### src/rtl/ifu_pkg.sv
// ifu_pkg: opcodes, sequencer states and error codes shared by the fetch unit
package ifu_pkg;

  localparam logic [2:0] OP_MV  = 3'b000;
  localparam logic [2:0] OP_MVI = 3'b001;
  localparam logic [2:0] OP_ADD = 3'b010;
  localparam logic [2:0] OP_SUB = 3'b011;

  typedef enum logic [2:0] {
    IDLE,
    FETCH_OP,
    WAIT_OP,
    FETCH_IMM,
    WAIT_IMM,
    ISSUE,
    WAIT_DONE,
    ERR
  } ifu_state_t;

  localparam logic [1:0] ERR_NONE    = 2'b00;
  localparam logic [1:0] ERR_ILLEGAL = 2'b01;
  localparam logic [1:0] ERR_TIMEOUT = 2'b10;

  function automatic logic is_legal(input logic [2:0] op);
    return op inside {OP_MV, OP_MVI, OP_ADD, OP_SUB};
  endfunction

endpackage

### src/rtl/instr_fetch_unit_done_watchdog.sv
// done_watchdog: counts cycles spent waiting for Done and flags the last allowed cycle
module done_watchdog #(
  parameter int DONE_TIMEOUT = 16
) (
  input  logic clk,
  input  logic Resetn,
  input  logic clear,
  input  logic en,
  output logic expired
);

  localparam int W = $clog2(DONE_TIMEOUT + 1);

  logic [W-1:0] r_cnt;

  assign expired = en && (r_cnt == W'(DONE_TIMEOUT - 1));

  // cycle counter: cleared outside the wait, saturates once the limit is reached
  always_ff @(posedge clk or negedge Resetn) begin
    if (!Resetn)
      r_cnt <= '0;
    else if (clear)
      r_cnt <= '0;
    else if (en && !expired)
      r_cnt <= r_cnt + 1'b1;
  end

endmodule

### src/rtl/instr_fetch_unit.sv
// instr_fetch_unit: fetches instructions from a synchronous ROM and hands them to the control unit
module instr_fetch_unit
  import ifu_pkg::*;
#(
  parameter int ADDR_W       = 5,
  parameter int DATA_W       = 9,
  parameter int DONE_TIMEOUT = 16,
  parameter int CNT_W        = 8
) (
  input  logic              clk,
  input  logic              Resetn,
  input  logic              start,
  input  logic [ADDR_W-1:0] start_addr,
  input  logic              stop,
  output logic [ADDR_W-1:0] mem_addr,
  output logic              mem_rd,
  input  logic [DATA_W-1:0] mem_data,
  output logic [8:0]        IR,
  output logic [DATA_W-1:0] DIN,
  output logic              Run,
  input  logic              Done,
  output logic [ADDR_W-1:0] pc,
  output logic              busy,
  output logic              err,
  output logic [1:0]        err_code,
  output logic [CNT_W-1:0]  instr_count
);

  ifu_state_t        r_state;
  ifu_state_t        w_next;
  logic [ADDR_W-1:0] r_pc;
  logic [8:0]        r_ir;
  logic [DATA_W-1:0] r_din;
  logic [1:0]        r_err_code;
  logic [CNT_W-1:0]  r_cnt;
  logic              w_in_wait;
  logic              w_expired;
  logic              w_fetch;
  logic              w_accept;
  logic [2:0]        w_opcode;
  logic              w_legal;

  assign w_in_wait = r_state == WAIT_DONE;
  assign w_fetch   = r_state == FETCH_OP || r_state == FETCH_IMM;
  assign w_accept  = (r_state == IDLE || r_state == ERR) && start;
  assign w_opcode  = mem_data[8:6];
  assign w_legal   = is_legal(w_opcode);

  assign mem_rd      = w_fetch;
  assign mem_addr    = w_fetch ? r_pc : '0;
  assign Run         = r_state == ISSUE;
  assign busy        = r_state != IDLE && r_state != ERR;
  assign err         = r_state == ERR;
  assign err_code    = r_err_code;
  assign IR          = r_ir;
  assign DIN         = r_din;
  assign pc          = r_pc;
  assign instr_count = r_cnt;

  done_watchdog #(
    .DONE_TIMEOUT(DONE_TIMEOUT)
  ) u_watchdog (
    .clk    (clk),
    .Resetn (Resetn),
    .clear  (!w_in_wait),
    .en     (w_in_wait),
    .expired(w_expired)
  );

  // state register
  always_ff @(posedge clk or negedge Resetn) begin
    if (!Resetn)
      r_state <= IDLE;
    else
      r_state <= w_next;
  end

  // next state: Done beats a simultaneous timeout, stop only matters when Done arrives
  always_comb begin
    w_next = r_state;
    case (r_state)
      IDLE, ERR: w_next = start ? FETCH_OP : r_state;
      FETCH_OP:  w_next = WAIT_OP;
      WAIT_OP:   w_next = !w_legal ? ERR : (w_opcode == OP_MVI ? FETCH_IMM : ISSUE);
      FETCH_IMM: w_next = WAIT_IMM;
      WAIT_IMM:  w_next = ISSUE;
      ISSUE:     w_next = WAIT_DONE;
      WAIT_DONE: w_next = Done ? (stop ? IDLE : FETCH_OP) : (w_expired ? ERR : WAIT_DONE);
      default:   w_next = IDLE;
    endcase
  end

  // datapath: pc, instruction/immediate capture, error code and retire counter
  always_ff @(posedge clk or negedge Resetn) begin
    if (!Resetn) begin
      r_pc       <= '0;
      r_ir       <= '0;
      r_din      <= '0;
      r_err_code <= ERR_NONE;
      r_cnt      <= '0;
    end else begin
      if (w_accept) begin
        r_pc       <= start_addr;
        r_err_code <= ERR_NONE;
      end
      if (r_state == WAIT_OP) begin
        r_ir <= mem_data[8:0];
        r_pc <= r_pc + 1'b1;
        if (!w_legal)
          r_err_code <= ERR_ILLEGAL;
      end
      if (r_state == WAIT_IMM) begin
        r_din <= mem_data;
        r_pc  <= r_pc + 1'b1;
      end
      if (w_in_wait && Done)
        r_cnt <= r_cnt + 1'b1;
      if (w_in_wait && !Done && w_expired)
        r_err_code <= ERR_TIMEOUT;
    end
  end

endmodule

### config.mk
export PLATFORM = sky130hd
export DESIGN_NAME = instr_fetch_unit
export DESIGN_NICKNAME = d
export VERILOG_FILES = /design/src/rtl/ifu_pkg.sv /design/src/rtl/instr_fetch_unit_done_watchdog.sv /design/src/rtl/instr_fetch_unit.sv
export SDC_FILE = /design/constraint.sdc
export NUM_CORES = 1
export LEC_CHECK = 0
export BUFFER_PORTS_ARGS = -buffer_cell sky130_fd_sc_hd__buf_2
export CORE_MARGIN = 2
export CORE_UTILIZATION = 30
export DETAILED_ROUTE_END_ITERATION = 6
export PLACE_DENSITY = 0.56
export SLEW_MARGIN = 0
export SYNTH_ARGS = -nofsm -noshare
export SYNTH_HDL_FRONTEND = slang
export SYNTH_SLANG_ARGS = --single-unit
### constraint.sdc
create_clock -name clk -period 2.5 [get_ports clk]
set_input_delay 0.75 -clock clk [delete_from_list [all_inputs] [get_ports clk]]
set_output_delay 0.75 -clock clk [all_outputs]
set_load 0.02 [all_outputs]
-- Word-level counts from Yosys, hierarchy flattened
Cells that the tools add are included.
- output and inout bits: 42
- bits in latches: 0
- register bits after elaboration: 41
- memories kept: 0
- logic and storage cells: 58
- bits in read-only memories: 0
- RAM bits: 0
- $mul: 0
- reduce and logical (&&, ||, !) cells: 17
- eq/ne operators: 14
- muxes and demuxes: 17
- shift-type cells: 0
- divide/modulo/power cells: 0
- $add $sub $neg: 3
- order comparisons: 0
- bitwise operators: 0
- operators with widths (kind ; count):
    $mux W5 ; 6
    $pmux W3 S7 ; 1
    $eq A3 B2 Y1 const B ; 4
    $eq A3 B3 Y1 const B ; 4
    $mux W3 ; 4
    $add A5 B1 Y5 const B ; 2
    $add A8 B1 Y8 const B ; 1
    $mux W2 ; 4
    $logic_and A1 B1 Y1 ; 7
    $eq A3 B1 Y1 const B ; 2
    $logic_not A3 Y1 ; 2
    $reduce_bool A3 Y1 ; 2
    $eq A5 B4 Y1 const B ; 1
    $ne A2 B2 Y1 const B ; 2
    $reduce_bool A4 Y1 ; 1
    $ne A3 B3 Y1 const B ; 1
    $logic_not A1 Y1 ; 2
    $logic_or A1 B1 Y1 ; 2
    $mux W1 ; 2
    $reduce_or A2 Y1 ; 1

-- Depth between registers and ports, before layout
Gate-level depths: netlist (run 1).
- word-level depth: 7
- mapped depth: 7
- gate-level depth less buffers: 6

-- Modules after synthesis
Synthesis (run 1) repeated with hierarchy kept, for this count alone.
- cell total of the unflattened synthesis: 173
- area, all modules: 1993.2 um^2
- modules (own cells, without submodules) (module ; cells each ; seq. area each (um^2) ; area an instance (um^2) ; instances):
    instr_fetch_unit ; 149 ; 900.9 ; 1717.9 ; 1
    done_watchdog ; 24 ; 125.1 ; 275.3 ; 1

-- Least setup slack after synthesis (run 1)
Ideal clock, no wire load.
- kind: register -> output
- from: register r_state[0]
- to: output mem_addr[0]
- cell stages (with the launch flop): 5
- required time: 1.750 ns
- path slack: 0.507 ns
- path buffers: 1
- arrival: 1.243 ns
- cells stage by stage: dfrtp_1 > buf_2 > inv_1 > nor2_1 > and2_1
- longest elaborated chain between the ends: 3
- ends and longest elaborated chain (item ; line ; text):
    start: declaration ; instr_fetch_unit.sv:29 ; ifu_state_t r_state;
    start signal: assignment ; instr_fetch_unit.sv:75 ; r_state <= w_next;
    $eq A3 B1 Y1 or $eq A3 B2 Y1 (tied branches) ; instr_fetch_unit.sv:44 ; assign w_fetch = r_state == FETCH_OP || r_state == FETCH_IMM;
    $logic_or A1 B1 Y1 * ; instr_fetch_unit.sv:44 ;
    net mem_rd ; instr_fetch_unit.sv:16 ; output logic mem_rd,
    $mux W5 * ; instr_fetch_unit.sv:50 ; assign mem_addr = w_fetch ? r_pc : '0;
    end: declaration ; instr_fetch_unit.sv:15 ; output logic [ADDR_W-1:0] mem_addr,
Mark *: on every way through the listed nets, which the timed path passes. The rest lies on a longest branch.

-- Final worst setup path (run 1)
- from: register r_state[0]
- to: output mem_addr[2]
- longest elaborated chain between the ends: 3
- ends and longest elaborated chain (item ; line):
    $eq A3 B1 Y1 or $eq A3 B2 Y1 (tied branches) ; instr_fetch_unit.sv:44
    $logic_or A1 B1 Y1 * ; instr_fetch_unit.sv:44
    $mux W5 * ; instr_fetch_unit.sv:50
Every way passes the cells marked *; elsewhere a longest branch is shown, timed or not.

==> impl_metrics.tcl, run 1 <==
set metrics [dict create \
    status "finished clean" \
    syn_inst 163 \
    path_class "reg2out" \
    synth_edf_count 0 \
    track_usage 0.120 \
    drc_errors 0 \
    synth_area_mm2 0.00189 \
    nets 250 \
    crit_path_end_kind "output pin" \
    postRouteAntennaNets 0 \
    rsz0062_at_grt "no" \
    dp_worst_setup_slack_ns 0.495 \
    vdd_drop_max_uv 556 \
    cts_htree_levels 2 \
    vias_per_cell 4.70 \
    hold_buffers 0 \
    finalSetupViolCount 0 \
    leakage_nw 1.17 \
    drv_cap 0 \
    hpwl_um 2870 \
    drtPass1Iterations 4 \
    n_fill_cell 627 \
    root_buffer "clkbuf_8" \
    wl_per_cell_um 13.1 \
    fin_tns_setup_ns 0 \
    hold_class "reg2reg" \
    tightest_slew_ns 0.540 \
    fin_crit_sh 0.915 \
    grt_overflow 0 \
    fin_ws_ns 0.212 \
    fp.coreArea_mm2 0.00599 \
    layout_commonest_cell "buf_2" \
    layout-area-overhead-vs-synth_pct 26.3 \
    dieArea_mm2 0.00694 \
    async_reset_ff_frac 1.00 \
    arrival_ns 1.54 \
    cts_resized 0 \
    clk_path_buf_depth 2 \
    grt_first_pass_wirelength_um 6800 \
    relSlewSlack 0.640 \
    seq_area_frac_synth 0.544 \
    ys_warn_count 0 \
    synth_ff_type "dfrtp_1" \
    pin_count 61 \
    drive_above_1_share 0.408 \
    fin_hold_ws_ns 0.466 \
    hold_viol_final 0 \
    cp-start-kind "flop" \
    antenna_found_initial 0 \
    regToRegSetupSlack_ns 0.75 \
    total_power_mw 3.12 \
    synth_seq_cells 41 \
    clk_latency_ns 0.29 \
    mostFrequentLayoutCells "60 x buf_2, 41 x dfrtp_1, 17 x mux2_2" \
    clk_pin_slew_ns 0.08 \
    yosysUniqueCellTypes 41 \
    final-max-slew-violation-count 0 \
    synth_nets 186 \
    first_global_vias 1444 \
    crit_required_ns 1.75 \
    min_period_ns 2.29 \
    avgSynthCellArea_um2 11.6 \
    post-route-util 0.398 \
    clkSinkCount 41 \
    max_freq_mhz 437 \
    num_rows 28 \
    diodes 0 \
    die_h_um 83.3 \
    p_per_area_mw_per_mm2 1310 \
    port_buffers 60 \
    numCtsBuffers 5 \
    crit_fanout 10 \
    post-cts-setup-buffers 0 \
    fin_worst_skew_ns 0.00752 \
    globalplace.congestion 0.749 \
    grt_max_degree 42 \
    first_iter_violations 50 \
    wl_um 3970 \
    dieWidth_um 83.3 \
    start_util 0.315 \
    cts_tree "done" \
    via_count 1423 \
]
flip-flops by register name (all words and copies together), names as in the netlist:
name,cells
pc,5
err_code,2
IR,9
DIN,9
instr_count,8
u_watchdog.r_cnt,5
r_state,3
through the flow:
step	area (µm²)	cells
floorplan	1890	163
global placement	2270	295
detailed placement	2270	295
CTS	2380	303
global route	2380	303
finish	2380	303
layout make-up:
| class | instances | area [µm²] | area share |
|---|---|---|---|
| Clock inverter | 1 | 30.0 | 0.0126 |
| Inverter | 6 | 22.5 | 0.00945 |
| Tap cell | 75 | 93.8 | 0.0394 |
| Clock buffer | 7 | 86.3 | 0.0362 |
| Multi-Input combinational cell | 110 | 801 | 0.336 |
| Sequential cell | 41 | 1030 | 0.431 |
| Timing Repair Buffer | 63 | 323 | 0.136 |
worst max-delay path: stages (launching register included):
cell     delay (ns)
dfrtp_1        0.52
inv_1          0.09
nor2_1         0.31
and2_1         0.18
buf_2          0.15
worst paths after layout:
| kind | start | end | cells past startpoint |
|---|---|---|---|
| setup / recovery | r_state[0] | mem_addr[2] | 4 |
| setup reg to reg | u_watchdog.r_cnt[0] | r_state[0] | 5 |
| hold / removal | instr_count[7] | instr_count[7] | 1 |
| min in group asynchronous | Resetn | pc[3] | 2 |
| hold reg to reg | instr_count[7] | instr_count[7] | 1 |
| max in group asynchronous | Resetn | u_watchdog.r_cnt[0] | 2 |
cell usage after synthesis, drive strengths merged, types with 2 or more instances:
| cell type | count | share of area |
|---|---|---|
| inv | 6 | 0.012 |
| nor3 | 2 | 0.0053 |
| and2 | 6 | 0.020 |
| nand2b | 2 | 0.0066 |
| ha | 4 | 0.027 |
| a211oi | 3 | 0.012 |
| nand4 | 2 | 0.0066 |
| nor2b | 2 | 0.0066 |
| nand2 | 9 | 0.018 |
| a311oi | 2 | 0.0093 |
| o21ai | 4 | 0.011 |
| a21oi | 6 | 0.016 |
| xnor2 | 7 | 0.032 |
| mux2i | 3 | 0.016 |
| nor2 | 16 | 0.033 |
| nand3 | 4 | 0.013 |
| xor2 | 3 | 0.014 |
| buf | 5 | 0.018 |
| and3 | 4 | 0.013 |
| nand4b | 2 | 0.0093 |
| mux2 | 18 | 0.11 |
| dfrtp | 41 | 0.54 |
routing by layer:
metal,up-vias,part of all wire,GRT usage,routed length [µm]
met5,-,0,0,0
met4,0,0.013,0.0402,53
met3,6,0.059,0.0398,235
met2,38,0.46,0.194,1840
met1,685,0.46,0.152,1830
li1,694,-,-,-
cell families (layout without fill, tap and decap cells):
kind of cell / after synthesis / in the layout / share of synthesized area
DFF: 41 / 41 / 0.544
xor gates and xnor gates: 10 / 10 / 0.0464
AOI/OAI and AO/OA: 22 / 22 / 0.0816
adders and majority gates: 4 / 4 / 0.0265
buffers and inverters: 12 / 77 / 0.0318
muxes: 21 / 21 / 0.123
and+or+nand+nor: 53 / 53 / 0.147
report_power, final:
group	internal, mW	switching, mW
combinational	0.603	0.814
clock	0.326	0.223
sequential	0.929	0.226
Note: power is estimated with default switching activity, not from simulation.
==> run 2: changes to the inputs <==
--- a/config.mk
+++ b/config.mk
@@ -6,10 +6,12 @@
 export NUM_CORES = 1
 export LEC_CHECK = 0
 export BUFFER_PORTS_ARGS = -buffer_cell sky130_fd_sc_hd__buf_2
+export CELL_PAD_IN_SITES_DETAIL_PLACEMENT = 1
+export CELL_PAD_IN_SITES_GLOBAL_PLACEMENT = 2
 export CORE_MARGIN = 2
 export CORE_UTILIZATION = 30
 export DETAILED_ROUTE_END_ITERATION = 6
-export PLACE_DENSITY = 0.56
+export PLACE_DENSITY = 0.8
 export SLEW_MARGIN = 0
 export SYNTH_ARGS = -nofsm -noshare
 export SYNTH_HDL_FRONTEND = slang
==> impl_metrics.tcl, run 2 (same netlist as run 1, synthesis figures left out) <==
set metrics [dict create \
    fp.coreArea_mm2 0.00599 \
    track_usage 0.140 \
    post-route-util 0.394 \
    dieArea_mm2 0.00694 \
    netSwitchingPower_mw 1.28 \
    design_area_mm2 0.00236 \
    p_sw_frac 0.422 \
    clk_path_buf_depth 2 \
    place_area_mm2 0.00227 \
    wl_per_cell_um 14.5 \
    max_freq_mhz 433 \
    path_class "reg2out" \
    port_buffers 60 \
    grt_overflow 0 \
    final-max-slew-violation-count 0 \
    cts_resized 0 \
    root_buffer "clkbuf_8" \
    p_int_mw 1.75 \
    fin_tns_setup_ns 0 \
    crit_path_end_kind "output pin" \
    clkSinkCount 41 \
    diodes 0 \
    num_rows 28 \
    grt_max_degree 31 \
    die_h_um 83.3 \
    mostFrequentLayoutCells "60 x buf_2, 41 x dfrtp_1, 17 x mux2_2" \
    wl_um 4380 \
    worstReg2RegStart "u_watchdog.r_cnt[0]" \
    drive_above_1_share 0.408 \
    antenna_found_initial 0 \
    hold_buffers 0 \
    globalplace.congestion 0.740 \
    layout-area-overhead-vs-synth_pct 25.1 \
    vias_per_cell 4.74 \
    cts_htree_levels 2 \
    relSlewSlack 0.556 \
    postRouteAntennaNets 0 \
    via_count 1437 \
    numCtsBuffers 5 \
    crit_required_ns 1.75 \
    layout_commonest_cell "buf_2" \
    drv_cap 0 \
    crit_start "r_state[0]" \
    clk_pin_slew_ns 0.08 \
    status "finished clean" \
    fin_worst_skew_ns 0.00485 \
    finalSetupViolCount 0 \
    total_power_mw 3.03 \
    hold_viol_final 0 \
    drtPass1Iterations 3 \
    vdd_drop_max_uv 614 \
    first_iter_violations 26 \
    rsz0062_at_grt "no" \
    dpl.cell_count 296 \
    nets 251 \
    min_period_ns 2.31 \
    fin_crit_sh 0.924 \
    hpwl_um 3210 \
    p_per_area_mw_per_mm2 1280 \
    grt_first_pass_wirelength_um 7670 \
    drc_errors 0 \
    start_util 0.315 \
    arrival_ns 1.56 \
    cp-start-kind "flop" \
    p_clk_frac 0.144 \
    fin_ws_ns 0.189 \
    post-cts-setup-buffers 0 \
    first_global_vias 1532 \
    crit_fanout 10 \
    regToRegSetupSlack_ns 0.74 \
    tightest_slew_ns 0.665 \
    leakage_nw 1.16 \
    dp_worst_setup_slack_ns 0.472 \
    seqPwrFrac 0.385 \
    hold_class "in2async" \
    final_cells 303 \
    clk_latency_ns 0.29 \
    cts_tree "done" \
    fin_hold_ws_ns 0.485 \
    combPwrFrac 0.471 \
    pin_count 61 \
    dieWidth_um 83.3 \
]
-- run 2: cell count changes in the layout (fill, tap and decap cells not counted) --
cell | previous run | this run
buf_4 | 3 | 4
bufinv_16 | 1 | 0
-- run 2: final timing paths --
kind | end | depth (start not counted)
max | mem_addr[0] | 4
max reg2reg | r_state[0] | 5
min reg2reg | instr_count[7] | 1
min | pc[2] | 1
min in group clk | instr_count[7] | 1
max in group asynchronous | DIN[4] | 2
-- run 2: cell type report --
class / count / area, µm²
fill: 692 / 3630
sequential: 41 / 1030
multi-input combinational: 110 / 801
clock buffer: 7 / 86.3
inverter: 6 / 22.5
tap: 75 / 93.8
timing repair buffer: 64 / 330
-- run 2: metal layers --
metal	up-vias	global-route usage	wire, µm
met5	-	0	0
met4	0	0.0581	81
met3	5	0.0388	242
met2	37	0.222	2060
met1	702	0.180	2000
li1	693	-	-
-- run 2: power by group through the flow --
stage          Clock, mW  Combinational, mW  Sequential (mW)
2_1_floorplan          0              0.783             1.38
3_3_place_gp           0               1.43             1.17
3_5_place_dp           0               1.46             1.18
4_1_cts            0.462               1.46             1.17
5_1_grt            0.477               1.58             1.22
6_report           0.436               1.43             1.17
-- run 2: critical path, cell delays in order (launching register included) --
cell     delay (ns)
dfrtp_1        0.52
inv_1          0.10
nor2_1         0.31
and2_1         0.18
buf_2          0.16
==> run 3: changes to the inputs <==
--- a/config.mk
+++ b/config.mk
@@ -5,7 +5,7 @@
 export SDC_FILE = /design/constraint.sdc
 export NUM_CORES = 1
 export LEC_CHECK = 0
-export BUFFER_PORTS_ARGS = -buffer_cell sky130_fd_sc_hd__buf_2
+export BUFFER_PORTS_ARGS = -buffer_cell sky130_fd_sc_hd__buf_4
 export CELL_PAD_IN_SITES_DETAIL_PLACEMENT = 1
 export CELL_PAD_IN_SITES_GLOBAL_PLACEMENT = 2
 export CORE_MARGIN = 2
==> impl_metrics.tcl, run 3 (same netlist as run 1, synthesis figures left out) <==
set metrics [dict create \
    mostFrequentLayoutCells "62 x buf_4, 41 x dfrtp_1, 17 x mux2_2" \
    use_met3 0.0348 \
    fp.coreArea_mm2 0.00599 \
    path_cells "inv_1 -> nor2_1 -> and2_1 -> buf_4" \
    antenna_found_initial 0 \
    p_per_area_mw_per_mm2 1310 \
    crit_required_ns 1.75 \
    postRouteAntennaNets 0 \
    r2r-end "r_state[0]" \
    grt_overflow 0 \
    hold_class "in2async" \
    use_met1 0.175 \
    globalplace.congestion 0.735 \
    wl_per_cell_um 14.5 \
    hold_buffers 0 \
    start_util 0.315 \
    post-cts-setup-buffers 0 \
    crit_fanout 10 \
    grt_first_pass_wirelength_um 7570 \
    nets 249 \
    drtPass1Iterations 4 \
    diodes 0 \
    tightest_slew_ns 0.583 \
    post-route-util 0.422 \
    layout-area-overhead-vs-synth_pct 34.0 \
    critPathMaxStageDelay_ns 0.52 \
    drc_errors 0 \
    hpwl_um 3200 \
    drive_above_1_share 0.410 \
    first_global_vias 1568 \
    crit_buf_inv 2 \
    crit_path_end_kind "output pin" \
    fin_crit_sh 0.905 \
    top_usage_layer "met2" \
    vias_per_cell 4.79 \
    min_period_ns 2.26 \
    regToRegSetupSlack_ns 0.73 \
    critPathTopFamily "flip-flops" \
    hold_viol_final 0 \
    slowest_stage "dfrtp_1" \
    die_h_um 83.3 \
    leakage_nw 1.20 \
    pin_count 61 \
    clkSinkCount 41 \
    fin_tns_setup_ns 0 \
    max_freq_mhz 442 \
    grt_max_degree 42 \
    relSlewSlack 0.611 \
    status "finished clean" \
    arrival_ns 1.51 \
    finalSetupViolCount 0 \
    via_count 1446 \
    r2r_cells 5 \
    path_class "reg2out" \
    dieWidth_um 83.3 \
    cts_resized 0 \
    fin_worst_skew_ns 0.00612 \
    root_buffer "clkbuf_8" \
    cts_tree "done" \
    numCtsBuffers 5 \
    clk_latency_ns 0.29 \
    clk_pin_slew_ns 0.08 \
    wl_um 4380 \
    drv_cap 0 \
    num_rows 28 \
    worstReg2RegStart "u_watchdog.r_cnt[0]" \
    multiInputGateArea_um2 801 \
    cts_htree_levels 2 \
    port_buffers 60 \
    n_fill_cell 661 \
    fin_hold_ws_ns 0.422 \
    clk_path_buf_depth 2 \
    vdd_drop_max_uv 511 \
    first_iter_violations 23 \
    use_met2 0.217 \
    layout_commonest_cell "buf_4" \
    rsz0062_at_grt "no" \
    final-max-slew-violation-count 0 \
    cp-start-kind "flop" \
    regArea_mm2 0.00103 \
    track_usage 0.134 \
    dieArea_mm2 0.00694 \
]
run 3: changes by cell type in the layout (fill, tap and decap cells not counted), sizes merged:
cell	delta
bufinv	+1
clkinvlp	+1
clkbuf	-1
buf	-2
run 3: worst max-delay path by stage:
| stage | slack (ns) | depth (start not counted) | to | startpoint |
|---|---|---|---|---|
| 6_report | 0.24 | 4 | mem_addr[2] | r_state[0] |
| 3_5_place_dp | 0.52 | 4 | mem_addr[2] | r_state[0] |
| 2_1_floorplan | 0.51 | 4 | mem_addr[0] | r_state[0] |
| 5_1_grt | 0.07 | 4 | mem_addr[2] | r_state[0] |
| 4_1_cts | 0.19 | 4 | mem_addr[2] | r_state[0] |
| 3_3_place_gp | 0.54 | 4 | mem_addr[1] | r_state[0] |
run 3: layout make-up:
type	count	area share
Clock buffer	6	0.0327
Clock inverter	2	0.0148
Inverter	6	0.00891
Multi-Input combinational cell	110	0.317
Sequential cell	41	0.406
Tap cell	75	0.0371
Timing Repair Buffer	62	0.184
run 3: metrics by stage:
step / total power, mW / worst slack, ns / cells / cell area, µm²
4_1_cts: 3.39 / 0.193 / 302 / 2530
3_5_place_dp: 2.81 / 0.520 / 294 / 2410
2_1_floorplan: 2.16 / 0.507 / 163 / 1890
5_1_grt: 3.57 / 0.0718 / 302 / 2530
6_report: 3.32 / 0.237 / 302 / 2530
3_3_place_gp: 2.77 / 0.542 / 294 / 2410
run 3: power by group:
group	total, mW	switching [mW]	internal [mW]
sequential	1.18	0.249	0.929
combinational	1.59	0.829	0.761
clock	0.556	0.232	0.325
total	3.32	1.31	2.01
run 3: routing by layer:
metal  vias up  share of wire
li1        691              -
met1       714           0.46
met2        36           0.48
met3         5          0.048
met4         0          0.015
met5         -              0
